File: config.mk
export PLATFORM = sky130hd
export DESIGN_NAME = text_console
export DESIGN_NICKNAME = d
export VERILOG_FILES = /design/src/rtl/text_console.sv
export SDC_FILE = /design/constraint.sdc
export NUM_CORES = 1
export LEC_CHECK = 0
export ABC_AREA = 1
export BUFFER_PORTS_ARGS = -buffer_cell sky130_fd_sc_hd__buf_2
export CAP_MARGIN = 30
export CELL_PAD_IN_SITES_DETAIL_PLACEMENT = 1
export CELL_PAD_IN_SITES_GLOBAL_PLACEMENT = 2
export CORE_UTILIZATION = 31
export CTS_CLUSTER_DIAMETER = 150
export DETAILED_ROUTE_END_ITERATION = 8
export GPL_TIMING_DRIVEN = 0
export PLACE_DENSITY = 0.84
export SETUP_SLACK_MARGIN = 0.1
export SLEW_MARGIN = 20
export SYNTH_ARGS = -nofsm -noshare
export SYNTH_HDL_FRONTEND = slang
export SYNTH_SLANG_ARGS = --single-unit
export TNS_END_PERCENT = 50
File: constraint.sdc
create_clock -name clk_sys -period 3.7 [get_ports clk_sys]
set_input_delay 0.37 -clock clk_sys [delete_from_list [all_inputs] [get_ports clk_sys]]
set_output_delay 0.37 -clock clk_sys [all_outputs]
set_load 0.02 [all_outputs]
File: src/rtl/text_console.sv
// rtl/text_console.sv - character-stream console writing glyph cells into tram with cursor, wrap and hardware scroll
// Optional feature macro: CONSOLE_TAB_EN (0x09 advances to the next tab stop instead of printing)
module text_console #(
  parameter int WORD     = 32,
  parameter int BYTE_CNT = 4,
  parameter int ADDRW    = 11,
  parameter int CIDXW    = 4,
  parameter int HRES     = 84,
  parameter int VRES     = 24,
  parameter int TAB_W    = 8
) (
  input  logic                clk_sys,
  input  logic                rst_sys_n,
  input  logic                char_valid,
  output logic                char_ready,
  input  logic [7:0]          char_data,
  input  logic [CIDXW-1:0]    colr_fg,
  input  logic [CIDXW-1:0]    colr_bg,
  input  logic                cmd_clear,
  output logic                busy,
  output logic [BYTE_CNT-1:0] tram_we,
  output logic [ADDRW-1:0]    tram_addr,
  output logic [WORD-1:0]     tram_din,
  output logic [ADDRW-1:0]    scroll_offs,
  output logic [7:0]          cursor_x,
  output logic [7:0]          cursor_y
);

  localparam int AW1 = ADDRW + 1;
  localparam int AW2 = ADDRW + 2;
  localparam int CELLS = HRES * VRES;
  localparam logic [AW2-1:0]   CELLS_W2  = AW2'(CELLS);
  localparam logic [AW1-1:0]   CELLS_W1  = AW1'(CELLS);
  localparam logic [ADDRW-1:0] LAST_CELL = ADDRW'(CELLS - 1);
  localparam logic [ADDRW-1:0] LAST_LCNT = ADDRW'(HRES - 1);
  localparam logic [ADDRW-1:0] HRES_A    = ADDRW'(HRES);
  localparam logic [7:0]       LAST_COL  = 8'(HRES - 1);
  localparam logic [7:0]       LAST_ROW  = 8'(VRES - 1);

  typedef enum logic [1:0] {IDLE, CLR_LINE, CLR_SCRN} state_t;

  state_t             state;
  logic [ADDRW-1:0]   line_base;
  logic [ADDRW-1:0]   clr_addr;
  logic [ADDRW-1:0]   clr_cnt;
  logic [CIDXW-1:0]   fg_q;
  logic [CIDXW-1:0]   bg_q;
  logic               accept;
  logic [AW2-1:0]     addr_sum;
  logic [ADDRW-1:0]   addr_cur;
  logic [AW1-1:0]     scroll_sum;
  logic [ADDRW-1:0]   scroll_nxt;
  logic [ADDRW-1:0]   clr_addr_nxt;
  logic [7:0]         x_nxt;
  logic               adv_row;
  logic               do_write;

  function automatic logic [WORD-1:0] make_word(input logic [7:0] glyph,
                                                input logic [CIDXW-1:0] fg,
                                                input logic [CIDXW-1:0] bg);
    logic [WORD-1:0] w;
    w = '0;
    w[7:0] = glyph;
    w[8 +: CIDXW] = fg;
    w[8 + CIDXW +: CIDXW] = bg;
    return w;
  endfunction

  assign char_ready = rst_sys_n && (state == IDLE) && !cmd_clear;
  assign accept     = char_valid && char_ready;
  assign busy       = (state != IDLE);

  // Sum of three in-range terms is below 3*CELLS, so two conditional subtracts give the modulo.
  assign addr_sum = AW2'(scroll_offs) + AW2'(line_base) + AW2'(cursor_x);
  always_comb begin
    if (addr_sum >= CELLS_W2 + CELLS_W2)
      addr_cur = ADDRW'(addr_sum - CELLS_W2 - CELLS_W2);
    else if (addr_sum >= CELLS_W2)
      addr_cur = ADDRW'(addr_sum - CELLS_W2);
    else
      addr_cur = ADDRW'(addr_sum);
  end

  assign scroll_sum   = AW1'(scroll_offs) + AW1'(HRES_A);
  assign scroll_nxt   = (scroll_sum >= CELLS_W1) ? ADDRW'(scroll_sum - CELLS_W1) : ADDRW'(scroll_sum);
  assign clr_addr_nxt = (clr_addr == LAST_CELL) ? '0 : clr_addr + 1'b1;

`ifdef CONSOLE_TAB_EN
  logic [7:0] tab_stop;
  assign tab_stop = (cursor_x | 8'(TAB_W - 1)) + 8'd1;
`endif

  always_comb begin
    x_nxt    = cursor_x;
    adv_row  = 1'b0;
    do_write = 1'b0;
    if (char_data == 8'h0D) begin
      x_nxt = 8'd0;
    end else if (char_data == 8'h0A) begin
      x_nxt   = 8'd0;
      adv_row = 1'b1;
    end else if (char_data == 8'h08) begin
      if (cursor_x != 8'd0) x_nxt = cursor_x - 8'd1;
`ifdef CONSOLE_TAB_EN
    end else if (char_data == 8'h09) begin
      if (tab_stop >= 8'(HRES)) begin
        x_nxt   = 8'd0;
        adv_row = 1'b1;
      end else begin
        x_nxt = tab_stop;
      end
`endif
    end else begin
      do_write = 1'b1;
      if (cursor_x == LAST_COL) begin
        x_nxt   = 8'd0;
        adv_row = 1'b1;
      end else begin
        x_nxt = cursor_x + 8'd1;
      end
    end
  end

  always_ff @(posedge clk_sys) begin
    if (!rst_sys_n) begin
      state       <= IDLE;
      tram_we     <= '0;
      tram_addr   <= '0;
      tram_din    <= '0;
      scroll_offs <= '0;
      cursor_x    <= '0;
      cursor_y    <= '0;
      line_base   <= '0;
      clr_addr    <= '0;
      clr_cnt     <= '0;
      fg_q        <= '0;
      bg_q        <= '0;
    end else begin
      tram_we <= '0;
      case (state)
        IDLE: begin
          if (cmd_clear) begin
            fg_q        <= colr_fg;
            bg_q        <= colr_bg;
            scroll_offs <= '0;
            cursor_x    <= '0;
            cursor_y    <= '0;
            line_base   <= '0;
            clr_addr    <= '0;
            clr_cnt     <= '0;
            state       <= CLR_SCRN;
          end else if (accept) begin
            fg_q     <= colr_fg;
            bg_q     <= colr_bg;
            cursor_x <= x_nxt;
            if (do_write) begin
              tram_we   <= '1;
              tram_addr <= addr_cur;
              tram_din  <= make_word(char_data, colr_fg, colr_bg);
            end
            if (adv_row) begin
              if (cursor_y != LAST_ROW) begin
                cursor_y  <= cursor_y + 8'd1;
                line_base <= line_base + HRES_A;
              end else begin
                // Old top row becomes the new bottom row once the window slides down.
                scroll_offs <= scroll_nxt;
                clr_addr    <= scroll_offs;
                clr_cnt     <= '0;
                state       <= CLR_LINE;
              end
            end
          end
        end
        CLR_LINE, CLR_SCRN: begin
          tram_we   <= '1;
          tram_addr <= clr_addr;
          tram_din  <= make_word(8'h20, fg_q, bg_q);
          clr_addr  <= clr_addr_nxt;
          clr_cnt   <= clr_cnt + 1'b1;
          if ((state == CLR_LINE && clr_cnt == LAST_LCNT) ||
              (state == CLR_SCRN && clr_cnt == LAST_CELL))
            state <= IDLE;
        end
        default: state <= IDLE;
      endcase
    end
  end

endmodule

### Word level (Yosys, flattened, before mapping)

Index checks and enable logic that the tools add are counted.

* output and inout bits: 76
* register bits after elaboration: 117
* word-level logic and storage cells: 130

* mux-type cells: 62
* eq/ne operators: 19
* $lt $le $gt $ge: 3
* reduce and logical (&&, ||, !) cells: 22
* add/subtract/negate cells: 12

Operators with widths (number)
* $mux W11: 23
* $mux W32: 3
* $mux W8: 11
* $pmux W11 S2: 3
* $pmux W32 S2: 1
* $sub A11 B11 Y11 const B: 3
* $mux W4: 7
* $eq A8 B4 Y1 const B: 3
* $add A11 B1 Y11 const B: 2
* $eq A11 B11 Y1 const B: 2
* $reduce_and A4 Y1: 5
* $add A8 B1 Y8 const B: 2
* $add A12 B8 Y13: 1
* $ge A13 B11 Y1 const B: 1
* $ge A13 B12 Y1 const B: 1
* $add A11 B11 Y12: 1
* $add A11 B7 Y12 const B: 1
* $ge A12 B11 Y1 const B: 1
* $add A11 B7 Y11 const B: 1
* $eq A11 B7 Y1 const B: 1
* $mux W2: 5
* $ne A2 B2 Y1 const B: 5
* $reduce_bool A2 Y1: 5
* $ne A3 B3 Y1 const B: 3
* other kinds (17): 27

### Depth between registers and ports, before layout

Gate-level depths: netlist (run 1).

* depth after elaboration: 9
* depth in mapped cells: 22

### Worst setup path before layout (run 1)

No wires, ideal clock.

* path kind: register to register
* start point: register cursor_x[3]
* end point: register tram_addr[10]
* clock period less this slack: 3.090 ns
* arrival: 3.020 ns
* cell stages (with the launch flop): 22
* buffers on the path: 1
* path slack: 0.610 ns
* required time: 3.630 ns
* path through: dfxtp_1 > fa_1 > ha_1 > buf_4 > inv_1 > nand2_1 > nand3_1 > nand2_1 > nand2_1 > nand2_1 > ha_1 > nand3b_1 > nor2_1 > nand3_1 > nand2_1 > nand2_1 > nor2_1 > a21oi_1 > nand2_1 > nand3_1 > nand2_1 > a21oi_1

* word-level cells in the longest chain between the ends: 8
* elaborated cells between the ends (all ways): 11

Ends and longest elaborated chain
* start, declared: line 25 `output logic [7:0] cursor_x,`
* start signal, assigned: line 155 `cursor_x <= x_nxt;`
* $add A12 B8 Y13 (*): line 74 `assign addr_sum = AW2'(scroll_offs) + AW2'(line_base) + AW2'(cursor_x);`
* $sub A11 B11 Y11 or $ge A13 B11 Y1 (tied branches): line 77, 79, 78
* $sub A11 B11 Y11 or $mux W11 (tied branches): line 77, 78
* $mux W11 (*): line 76 `if (addr_sum >= CELLS_W2 + CELLS_W2)`
* $mux W11 (*): line 156 `if (do_write) begin`
* $mux W11 (*): line 152 `end else if (accept) begin`
* $mux W11 (*): line 142 `if (cmd_clear) begin`
* $pmux W11 S2 (*): line 140 `case (state)`
* end signal, assigned: line 158 `tram_addr <= addr_cur;`
* end signal, assigned: line 177 `tram_addr <= clr_addr;`
* end, declared: line 22 `output logic [ADDRW-1:0] tram_addr,`

Mark *: on every way between the ends. The rest lies on a longest branch, timed or not. The select of a mux whose other input is x is not followed.
A chain may end at the register's enable or synchronous reset.

### Worst setup path after layout (run 1)

* start point: register line_base[6]
* end point: register tram_addr[6]

* word-level cells in the longest chain between the ends: 9
* elaborated cells between the ends (all ways): 12

Ends and longest elaborated chain
* start, declared: line 43 `logic [ADDRW-1:0] line_base;`
* start signal, assigned: line 164 `line_base <= line_base + HRES_A;`
* $add A11 B11 Y12 (*): line 74
* $add A12 B8 Y13 (*): line 74
* $sub A11 B11 Y11 or $ge A13 B11 Y1 (tied branches): line 77, 79, 78
* $sub A11 B11 Y11 or $mux W11 (tied branches): line 77, 78
* $mux W11 (*): line 76
* $mux W11 (*): line 156
* $mux W11 (*): line 152
* $mux W11 (*): line 142
* $pmux W11 S2 (*): line 140

Marks and branches as above.

==> metrics.md, run 1 <==
| Metric | Value |
|---|---|
| Status | completed |
| Fin. max-slew vios | 0 |
| Max cap viols | 0 |
| Post-DRT Antenna Nets | 0 |
| Clock tree buffer depth | 2 |
| Root Driver | clkbuf_16 |
| Distinct cells, synth | 43 |
| Largest net degree at the start of global routing | 19 |
| XOR/XNOR share of the synthesized area | 2.88% |
| Grt ovf | 0 |
| Post-synthesis compound-gate area fraction | 14.9% |
| Clk_lat worst skew | 0.36 ns |
| Cell Area, Synth | 0.00639 mm² |
| Type of element capturing the critical path | flip-flop |
| RSZ-0062 raised after global routing | no |
| Hold WC Path Type | input pin to flip-flop |
| Die height | 146 µm |
| Crit path max fanout | 6 |
| Ports | 96 |
| Ys Warns | 0 |
| Worst Path Required | 3.97 ns |
| Post-layout worst setup margin | 0.364 ns |
| TritonCTS clock tree | built |
| Nets | 1,142 |
| Placer Congestion | 0.846 |
| Worst Hold Margin | ~0.28 ns |
| Wire length per cell | about 15 µm |
| PwrDens | 372 mW/mm² |
| Share of cells above drive strength 1 | between 10% and 20% |
| Initial antenna violation count | 0 |
| Antenna diodes | 0 |
| Hold Fails Final Rpt | 0 |
| Hpwl dp | 16,200 µm |
| All-layer global routing usage | 19.5% |
| DRT Wirelength | 20,500 µm |
| Synthesized netlist cell count | 977 |
| CTS Sinks | 94 |
| Worst slew pin tran | 0.639 ns |
| DP Worst Slack | 0.0421 ns |
| Hold depth | 3 |
| Core ar. | 0.0202 mm² |
| Vias in the first global route | about 6,500 |
| Area Growth Syn to Fin | 18.5% |
| Die footprint | 0.0212 mm² |
| Clk_skew | ~0.011 ns |
| Post-synthesis sequential area ratio | 29.4% |
| IO buf count | 77 |
| Total negative setup slack | 0 ns |
| Via density | just under 5 |
| Critical Path AT | 3.61 ns |
| Flops & latches, synth | 94 |
| CTS clk-pin slew, worst paths | 0.08 ns |
| Syn avg cell area | 6.54 µm² |
| Remaining DRCs | 0 |
| DR iter-0 viols | between 200 and 250 |
| Worst Reg2Reg Path Length in Cells | 21 |
| Post-Synth Simple-Gate Area | 33.5% |
| Fin crit period | 3.34 ns |
| Rows | 52 |
| CP Class | flip-flop to flip-flop |
| Num CTS Buffers | 9 |
| # H-tree levels | 3 |
| Peak VDD IR | roughly 220 µV |
| Mux cell area share after synthesis | 0% |
| CTS Hold Buffers Added | 0 |
| First-pass GRT wire length | 33,200 µm |
| Period utilisation layout | between 90% and 100% |
| 1st-pass router iterations | 4 |
| Vias | 6,619 |
| Leakage | approximately 3.5 nW |
| Starting Density | 31.6% |
| Post-Synth Adder-Cell Area | 8.06% |
| Maximum clock frequency | 300 MHz |
| Startpoint types | flip-flop |
| Slew HR | roughly 57% |
| Chip width | about 150 µm |
| Main combinational cell family by area after synthesis | simple AND/OR/NAND/NOR gates |
| Endpoints failing setup | 0 |
power by group:
group / internal [mW] / total, mW / switching [mW]
Clock: 0.476 / 0.946 / 0.470
Sequential: 1.08 / 1.13 / 0.0533
Combinational: 0.223 / 0.738 / 0.515
Total: 1.78 / 2.82 / 1.04
layout by cell type, fill, tap and decap left out, types with 3 or more instances in the layout:
| cell type | synthesis | routed |
|---|---|---|
| fa_1 | 7 | 7 |
| nand3_2 | 3 | 4 |
| nand3b_1 | 4 | 4 |
| a31oi_1 | 23 | 23 |
| ha_1 | 30 | 27 |
| buf_2 | 5 | 82 |
| o21bai_1 | 4 | 4 |
| nand4_1 | 14 | 14 |
| inv_8 | 0 | 3 |
| nor2_1 | 86 | 83 |
| inv_2 | 5 | 5 |
| or2_2 | 3 | 3 |
| buf_4 | 23 | 23 |
| inv_1 | 105 | 105 |
| dfxtp_4 | 0 | 3 |
| xor2_1 | 17 | 17 |
| nor4_1 | 7 | 7 |
| xnor2_1 | 4 | 4 |
| clkbuf_16 | 0 | 9 |
| a21oi_1 | 66 | 65 |
| nor2_2 | 3 | 6 |
| a21oi_2 | 2 | 3 |
| clkbuf_1 | 18 | 18 |
| nand3_1 | 79 | 77 |
| nand2_1 | 263 | 259 |
| conb_1 | 1 | 21 |
| o21ai_1 | 4 | 4 |
| o21ai_0 | 62 | 62 |
| nand2_4 | 1 | 3 |
| nor3_1 | 14 | 14 |
| a211oi_1 | 3 | 3 |
| nor3_4 | 3 | 3 |
| dfxtp_2 | 0 | 7 |
| nand2_2 | 7 | 9 |
| dfxtp_1 | 94 | 84 |
metrics by stage:
stage          power (mW)  util [%]  cells  area, µm²
5_1_grt              2.98      37.4   1360       7580
3_5_place_dp         1.89      35.5   1344       7190
3_3_place_gp         1.88      35.5   1344       7190
2_1_floorplan        1.64         -    997       6470
4_1_cts              2.85      37.0   1360       7490
6_report             2.82      37.4   1360       7580
flip-flops by register name, indices dropped and copies added (netlist names):
| name | flops |
|---|---|
| fg_q | 4 |
| cursor_y | 8 |
| line_base | 9 |
| cursor_x | 8 |
| clr_addr | 11 |
| tram_addr | 11 |
| state | 2 |
| tram_we | 1 |
| tram_din | 16 |
| bg_q | 4 |
| scroll_offs | 9 |
| clr_cnt | 11 |
cell type report:
cell class	count	area (µm²)
clock buffer	9	225
fill	2680	12700
inverter	112	420
clock inverter	7	65.1
tap	270	338
sequential	94	1900
buffer	48	288
multi-input combinational	743	3950
timing repair buffer	77	385
layer usage:
metal	global-route usage [%]	vias to the layer above	wire [µm]
li1	-	3379	-
met1	25.9	3146	10000
met2	33.3	81	9570
met3	2.82	13	663
met4	4.84	0	220
met5	0	-	0
critical path, stage by stage (launching register included):
cell and delay, ns:
dfxtp_1 0.43, fa_1 0.45, ha_2 0.39, nand2_1 0.10, inv_1 0.10, nand3_2 0.10
nand2_1 0.09, nand2_1 0.07, nand2_1 0.13, ha_1 0.20, nand3b_1 0.08, nor2_1 0.11
nand3_1 0.08, nand2_1 0.07, nand2_1 0.05, nor2_1 0.17, nand2_1 0.13, nand2_4 0.11
nand2_1 0.06, nand3_1 0.08, nand2_1 0.10, a21oi_1 0.16
worst paths after layout:
path	start	to	slack, ns
min reg2reg	tram_din[1]$_SDFFE_PN0P_	tram_din[1]$_SDFFE_PN0P_	0.47
min	char_data[6]	tram_din[6]$_SDFFE_PN0P_	0.28
max	line_base[6]$_SDFFE_PN0P_	tram_addr[6]$_SDFFE_PN0P_	0.36
max reg2reg	line_base[6]$_SDFFE_PN0P_	tram_addr[6]$_SDFFE_PN0P_	0.36
kinds of logic (layout without fill, tap and decap cells):
group / after synthesis / after routing
compound gates: 173 / 173
xor+xnor: 21 / 21
fa+ha+maj: 37 / 37
buf+inv: 160 / 253
flops: 94 / 94
other cells: 1 / 21
simple gates: 491 / 491
timing repair:
| item | 4_1_cts | 5_1_grt |
|---|---|---|
| buffers inserted | 0 | 0 |
| gates resized for setup | 4 | 26 |
| setup endpoints to repair | 4 | 6 |
synthesized netlist by cell type:
cell type / instances / area (µm²)
buf_2: 5 / 25.0
dfxtp_1: 94 / 1880
or2_2: 3 / 18.8
fa_1: 7 / 140
conb_1: 1 / 3.75
o21ai_0: 62 / 310
nor2_1: 86 / 323
clkbuf_1: 18 / 67.6
a21oi_1: 66 / 330
inv_2: 5 / 18.8
buf_6: 2 / 22.5
nor3_4: 3 / 48.8
nand2_1: 263 / 987
nand3_1: 79 / 395
a21o_1: 1 / 7.51
nor2_2: 3 / 18.8
a21oi_2: 2 / 17.5
nand3b_1: 4 / 30.0
or2_1: 1 / 6.26
nand2_4: 1 / 11.3
a22oi_1: 2 / 15.0
xnor2_1: 4 / 35.0
o21bai_1: 4 / 30.0
nor3b_1: 1 / 7.51
nor4_1: 7 / 43.8
clkinv_1: 2 / 7.51
a211oi_1: 3 / 22.5
o211ai_1: 1 / 7.51
nor2_4: 2 / 22.5
o21ai_1: 4 / 20.0
o31ai_1: 1 / 7.51
xor2_1: 17 / 149
o21ai_4: 1 / 16.3
o21ai_2: 2 / 17.5
nand4_1: 14 / 87.6
nor3_1: 14 / 70.1
inv_1: 105 / 394
ha_1: 30 / 375
buf_4: 23 / 173
nand2_2: 7 / 43.8
nand3_2: 3 / 30.0
a31oi_1: 23 / 144
o32ai_1: 1 / 8.76
(Power assumes the default switching activity.)
==> inputs of run 2 (changes only) <==
- REMOVE_ABC_BUFFERS: default -> 1
==> run 2 against run 1 <==
Die area stayed put. Power decreased by 3.5%. Sequential share of layout area grew 1.0 points. Design area is 3.5% lower. Clock power shrank 6.1%. Clock skew decreased by 0.0026 ns. Combinational power shrank 5.8%. Via count fell by 3.5%. Largest power group unchanged. Sequential cell count stayed put.
==> metrics.md, run 2 (synthesized netlist as in run 1, its figures left out) <==
| Metric | Value |
|---|---|
| Status | completed |
| Clk_lat worst skew | 0.35 ns |
| Share of cells above drive strength 1 | 14.7% |
| Vias | 6,389 |
| Antenna diodes | 0 |
| RSZ-0062 raised after global routing | no |
| Type of element capturing the critical path | flip-flop |
| Hold Fails Final Rpt | 0 |
| DR iter-0 viols | 255 |
| Crit path max fanout | 8 |
| Worst Reg2Reg Path Length in Cells | 16 |
| Die height | 146 µm |
| Period utilisation layout | 88.4% |
| Ports | 96 |
| Maximum clock frequency | 306 MHz |
| Fin crit period | 3.27 ns |
| Largest net degree at the start of global routing | 45 |
| 1st-pass router iterations | 7 |
| Worst slew pin tran | 0.906 ns |
| Remaining DRCs | 0 |
| Most frequent cells in the layout | 260 x nand2_1, 105 x inv_1, 83 x nor2_1 |
| Placer Congestion | 0.794 |
| Commonest non-fill, non-tap cell in the layout | nand2_1 |
| Chip width | 146 µm |
| Post-CTS Setup Bufs | 0 |
| Via density | 4.87 |
| Final core occ | 36.1% |
| Num CTS Buffers | 9 |
| Worst Hold Margin | 0.282 ns |
| Flop-to-flop setup slack | approximately 0.43 ns |
| Endpoints failing setup | 0 |
| PwrDens | about 370 mW/mm² |
| Hold depth | 3 |
| Hold WC Path Type | input pin to flip-flop |
| Area of placed instances | 0.00695 mm² |
| Grt ovf | 0 |
| Leakage | about 3.3 nW |
| Core ar. | slightly above 0.02 mm² |
| CTS clk-pin slew, worst paths | 0.07 ns |
| CTS Hold Buffers Added | 0 |
| Max reg flops | 16 |
| Hpwl dp | approximately 15,000 µm |
| Peak VDD IR | 229 µV |
| Post-DRT Antenna Nets | 0 |
| IO buf count | 77 |
| Fin. max-slew vios | 0 |
| Clk_skew | 0.00823 ns |
| Finished Cell Area | 0.00731 mm² |
| CTS Sinks | 94 |
| Max cap viols | 0 |
| DRT Wirelength | 19,200 µm |
| Rows | 52 |
| Slew HR | around 40% |
| Top reg by flops | tram_din |
| Clock tree buffer depth | 2 |
| Die footprint | ~0.021 mm² |
| Wire length per cell | 14.7 µm |
| CP Class | flip-flop to flip-flop |
| Nets | between 1,000 and 1,500 |
| Initial antenna violation count | 0 |
| First-pass GRT wire length | 31,800 µm |
| Vias in the first global route | roughly 6,300 |
| Root Driver | clkbuf_16 |
| Starting Density | 31.6% |
| Area Growth Syn to Fin | 14.4% |
| All-layer global routing usage | 18.5% |
| Critical Path AT | around 3.5 ns |
| Startpoint types | flip-flop |
| # H-tree levels | 3 |
| Worst Path Required | 3.97 ns |
| TritonCTS clock tree | built |
==> run 2: cell types whose count changed in the layout (fill, tap and decap cells not counted), moves of 2 or more <==
cell / delta
clkbuf_1: -18
dfxtp_1: -3
nand2_4: -2
inv_8: -3
dfxtp_2: +2
inv_6: -2
buf_4: -23
clkinvlp_4: +3
buf_2: -6
buf_6: -2
ha_2: +3
ha_1: -3
==> run 2: power breakdown <==
| part | switching (mW) | leakage (nW) | internal, mW | total (mW) |
|---|---|---|---|---|
| Clock | 0.417 | 0.127 | 0.471 | 0.888 |
| Sequential | 0.0541 | 0.771 | 1.08 | 1.13 |
| Combinational | 0.487 | 2.39 | 0.208 | 0.695 |
| Total | 0.958 | 3.29 | 1.76 | 2.72 |
==> run 2: through the flow <==
step                      total power [mW]  setup TNS [ns]  cells  worst slack (ns)
final                                 2.72               0   1313             0.429
after global routing                  2.87               0   1313             0.120
after CTS                             2.75               0   1313            0.0863
after detailed placement              1.85          -0.792   1298            -0.129
after global placement                1.81           -3.68   1296            -0.435
after floorplan                       1.59               0    949             0.562
==> run 2: final timing paths <==
path | endpoint | startpoint
setup / recovery | tram_addr[7]$_SDFFE_PN0P_ | scroll_offs[7]$_SDFFE_PN0P_
hold / removal | tram_din[6]$_SDFFE_PN0P_ | char_data[6]
setup reg to reg | tram_addr[7]$_SDFFE_PN0P_ | scroll_offs[7]$_SDFFE_PN0P_
hold reg to reg | tram_din[7]$_SDFFE_PN0P_ | tram_din[7]$_SDFFE_PN0P_
==> run 2: worst max-delay path, stage by stage (launching register included) <==
cell	delay, ns
dfxtp_1	0.58
fa_1	0.47
ha_1	0.42
nand2_1	0.13
nor2_1	0.21
nand3_1	0.17
nand3_1	0.12
nand2_1	0.15
nor2_2	0.19
nand3_2	0.16
nand2_2	0.15
nand2_1	0.06
nand2_1	0.05
nand2_1	0.05
nand3_1	0.07
nand2_1	0.09
a21oi_1	0.12
==> run 2: final cells by class <==
| type | instances | area, µm² |
|---|---|---|
| inverters | 112 | 423 |
| clock buffers | 10 | 239 |
| well taps | 270 | 338 |
| fillers | 2672 | 12900 |
| multi-input cells | 743 | 3940 |
| flip-flops and latches | 94 | 1910 |
| repair buffers | 79 | 430 |
| clock inverters | 5 | 36.3 |
==> run 2: what timing repair did <==
action | CTS | global route
resized for setup | 1 | 34
hold endpoints to repair | 0 | 0
pin swaps | 0 | 0
setup endpoints to repair | 4 | 24
==> run 2: routing by layer <==
| layer | up-vias | global-route usage [%] | part of all wire, % |
|---|---|---|---|
| met3 | 16 | 2.85 | 2.6 |
| li1 | 3277 | - | - |
| met4 | 0 | 4.47 | 1.2 |
| met2 | 78 | 31.3 | 46 |
| met5 | - | 0 | 0 |
| met1 | 3018 | 24.5 | 50 |
==> inputs of run 3 (changes only) <==
- ABC_CLOCK_PERIOD_IN_PS: default -> 3700
- GPL_TIMING_DRIVEN: 0 -> default
==> run 3 against run 2 <==
Critical path type unchanged. Hold slack worse by 0.025 ns. Largest cell class unchanged. Maximum frequency increased by 0.17%. Die area did not move. Combinational power barely moved. Register-to-register slack about the same.
==> metrics.md, run 3 (synthesized netlist as in run 1, its figures left out) <==
| Metric | Value |
|---|---|
| Startpoint types | flip-flop |
| Placer Congestion | 0.795 |
| Area Growth Syn to Fin | 15.1% |
| Vias in the first global route | 6,496 |
| Type of element capturing the critical path | flip-flop |
| Ports | 96 |
| Max reg flops | 16 |
| Hpwl dp | about 15,000 µm |
| Final core occ | 36.4% |
| Nets | 1,110 |
| # placed instances | 1,312 |
| Share of cells above drive strength 1 | 14.6% |
| Max cap viols | 0 |
| PwrDens | 378 mW/mm² |
| Slew HR | ~64% |
| Hold depth | 3 |
| Starting Density | between 30% and 40% |
| Crit path max fanout | 8 |
| Clk_lat worst skew | 0.36 ns |
| Leakage | 3.37 nW |
| Hold Fails Final Rpt | 0 |
| Chip width | 146 µm |
| Rows | 52 |
| Grt ovf | 0 |
| Worst slew pin tran | 0.542 ns |
| Commonest non-fill, non-tap cell in the layout | nand2_1 |
| Core ar. | between 0.02 and 0.025 mm² |
| CTS clk-pin slew, worst paths | about 0.08 ns |
| DRT Wirelength | 19,900 µm |
| Endpoints failing setup | 0 |
| Post-DRT Antenna Nets | 0 |
| Num CTS Buffers | 9 |
| DR iter-0 viols | roughly 230 |
| Non-Filler Instances | 1,328 |
| Worst Path Required | 3.92 ns |
| Largest net degree at the start of global routing | between 40 and 50 |
| Root Driver | clkbuf_16 |
| CTS Hold Buffers Added | 0 |
| RSZ-0062 raised after global routing | no |
| Fin crit period | about 3.3 ns |
| Maximum clock frequency | roughly 310 MHz |
| 1st-pass router iterations | 4 |
| Fin. max-slew vios | 0 |
| Initial antenna violation count | 0 |
| Remaining DRCs | 0 |
| First-pass GRT wire length | 32,800 µm |
| TritonCTS clock tree | built |
| Period utilisation layout | 88.2% |
| Top reg by flops | tram_din |
| Most frequent cells in the layout | 261 x nand2_1, 105 x inv_1, 88 x dfxtp_1 |
| Finished Cell Area | 0.00736 mm² |
| IO buf count | 77 |
| Antenna diodes | 0 |
| Die height | 146 µm |
| Worst Reg2Reg Path Length in Cells | 15 |
| Hold WC Path Type | input pin to flip-flop |
| # H-tree levels | 3 |
| Status | completed |
| Total negative setup slack | 0 ns |
| CP Class | flip-flop to flip-flop |
| Die footprint | ~0.021 mm² |
| Peak VDD IR | 220 µV |
| Area of placed instances | 0.00704 mm² |
| Via density | 4.88 |
| Critical Path AT | 3.48 ns |
| CTS Sinks | 94 |
| All-layer global routing usage | 19.3% |
| Clk_skew | 0.0125 ns |
| Vias | between 6,000 and 7,000 |
| Wire length per cell | 15.0 µm |
| Clock tree buffer depth | 2 |
run 3: worst paths after layout:
| kind | startpoint | end | slack [ns] |
|---|---|---|---|
| hold / removal | char_data[5] | tram_din[5]$_SDFFE_PN0P_ | 0.26 |
| setup reg to reg | cursor_x[7]$_SDFFE_PN0P_ | tram_addr[10]$_SDFFE_PN0P_ | 0.43 |
| hold reg to reg | tram_din[1]$_SDFFE_PN0P_ | tram_din[1]$_SDFFE_PN0P_ | 0.46 |
| setup / recovery | cursor_x[7]$_SDFFE_PN0P_ | tram_addr[10]$_SDFFE_PN0P_ | 0.43 |
run 3: what timing repair did:
| item | in CTS | in global routing |
|---|---|---|
| hold endpoints to repair | 0 | 0 |
| buffers inserted | 0 | 0 |
| resized for setup | 0 | 13 |
| endpoints found under the setup margin | 0 | 6 |
run 3: layer usage:
metal / up-vias / GRT usage (%) / wire (µm)
met1: 3064 / 25.1 / 9840
li1: 3306 / - / -
met5: - / 0 / 0
met2: 83 / 32.6 / 9140
met4: 0 / 5.84 / 393
met3: 22 / 3.04 / 555
run 3: final cells by class:
| cell class | count | area [µm²] |
|---|---|---|
| sequential | 94 | 1890 |
| multi-input combinational | 743 | 3900 |
| tap | 270 | 338 |
| clock inverter | 6 | 52.6 |
| clock buffer | 10 | 239 |
| inverter | 112 | 420 |
| fill | 2687 | 12900 |
| timing repair buffer | 93 | 526 |
run 3: where the power goes:
group	internal (mW)	leakage, nW	switching, mW
combinational	0.201	2.46	0.494
clock	0.489	0.143	0.469
sequential	1.08	0.767	0.0499
run 3: metrics by stage:
step | power [mW] | hold slack [ns] | setup WS [ns]
after floorplan | 1.59 | 0.450 | 0.562
after global placement | 1.83 | 0.450 | 0.420
after detailed placement | 1.86 | 0.455 | 0.334
after CTS | 2.82 | 0.252 | 0.296
after global routing | 2.95 | 0.274 | 0.109
final | 2.78 | 0.257 | 0.435
run 3: critical path: stages (launching register included):
cell	delay (ns)
dfxtp_1	0.51
fa_1	0.48
ha_1	0.41
nand2_1	0.15
inv_1	0.06
a21oi_2	0.20
nand3b_1	0.14
nand3_1	0.15
nor2_1	0.45
nand2_2	0.17
nand2_1	0.09
nand2_1	0.05
nand2_1	0.06
nand3_1	0.07
nand2_1	0.08
a21oi_1	0.05
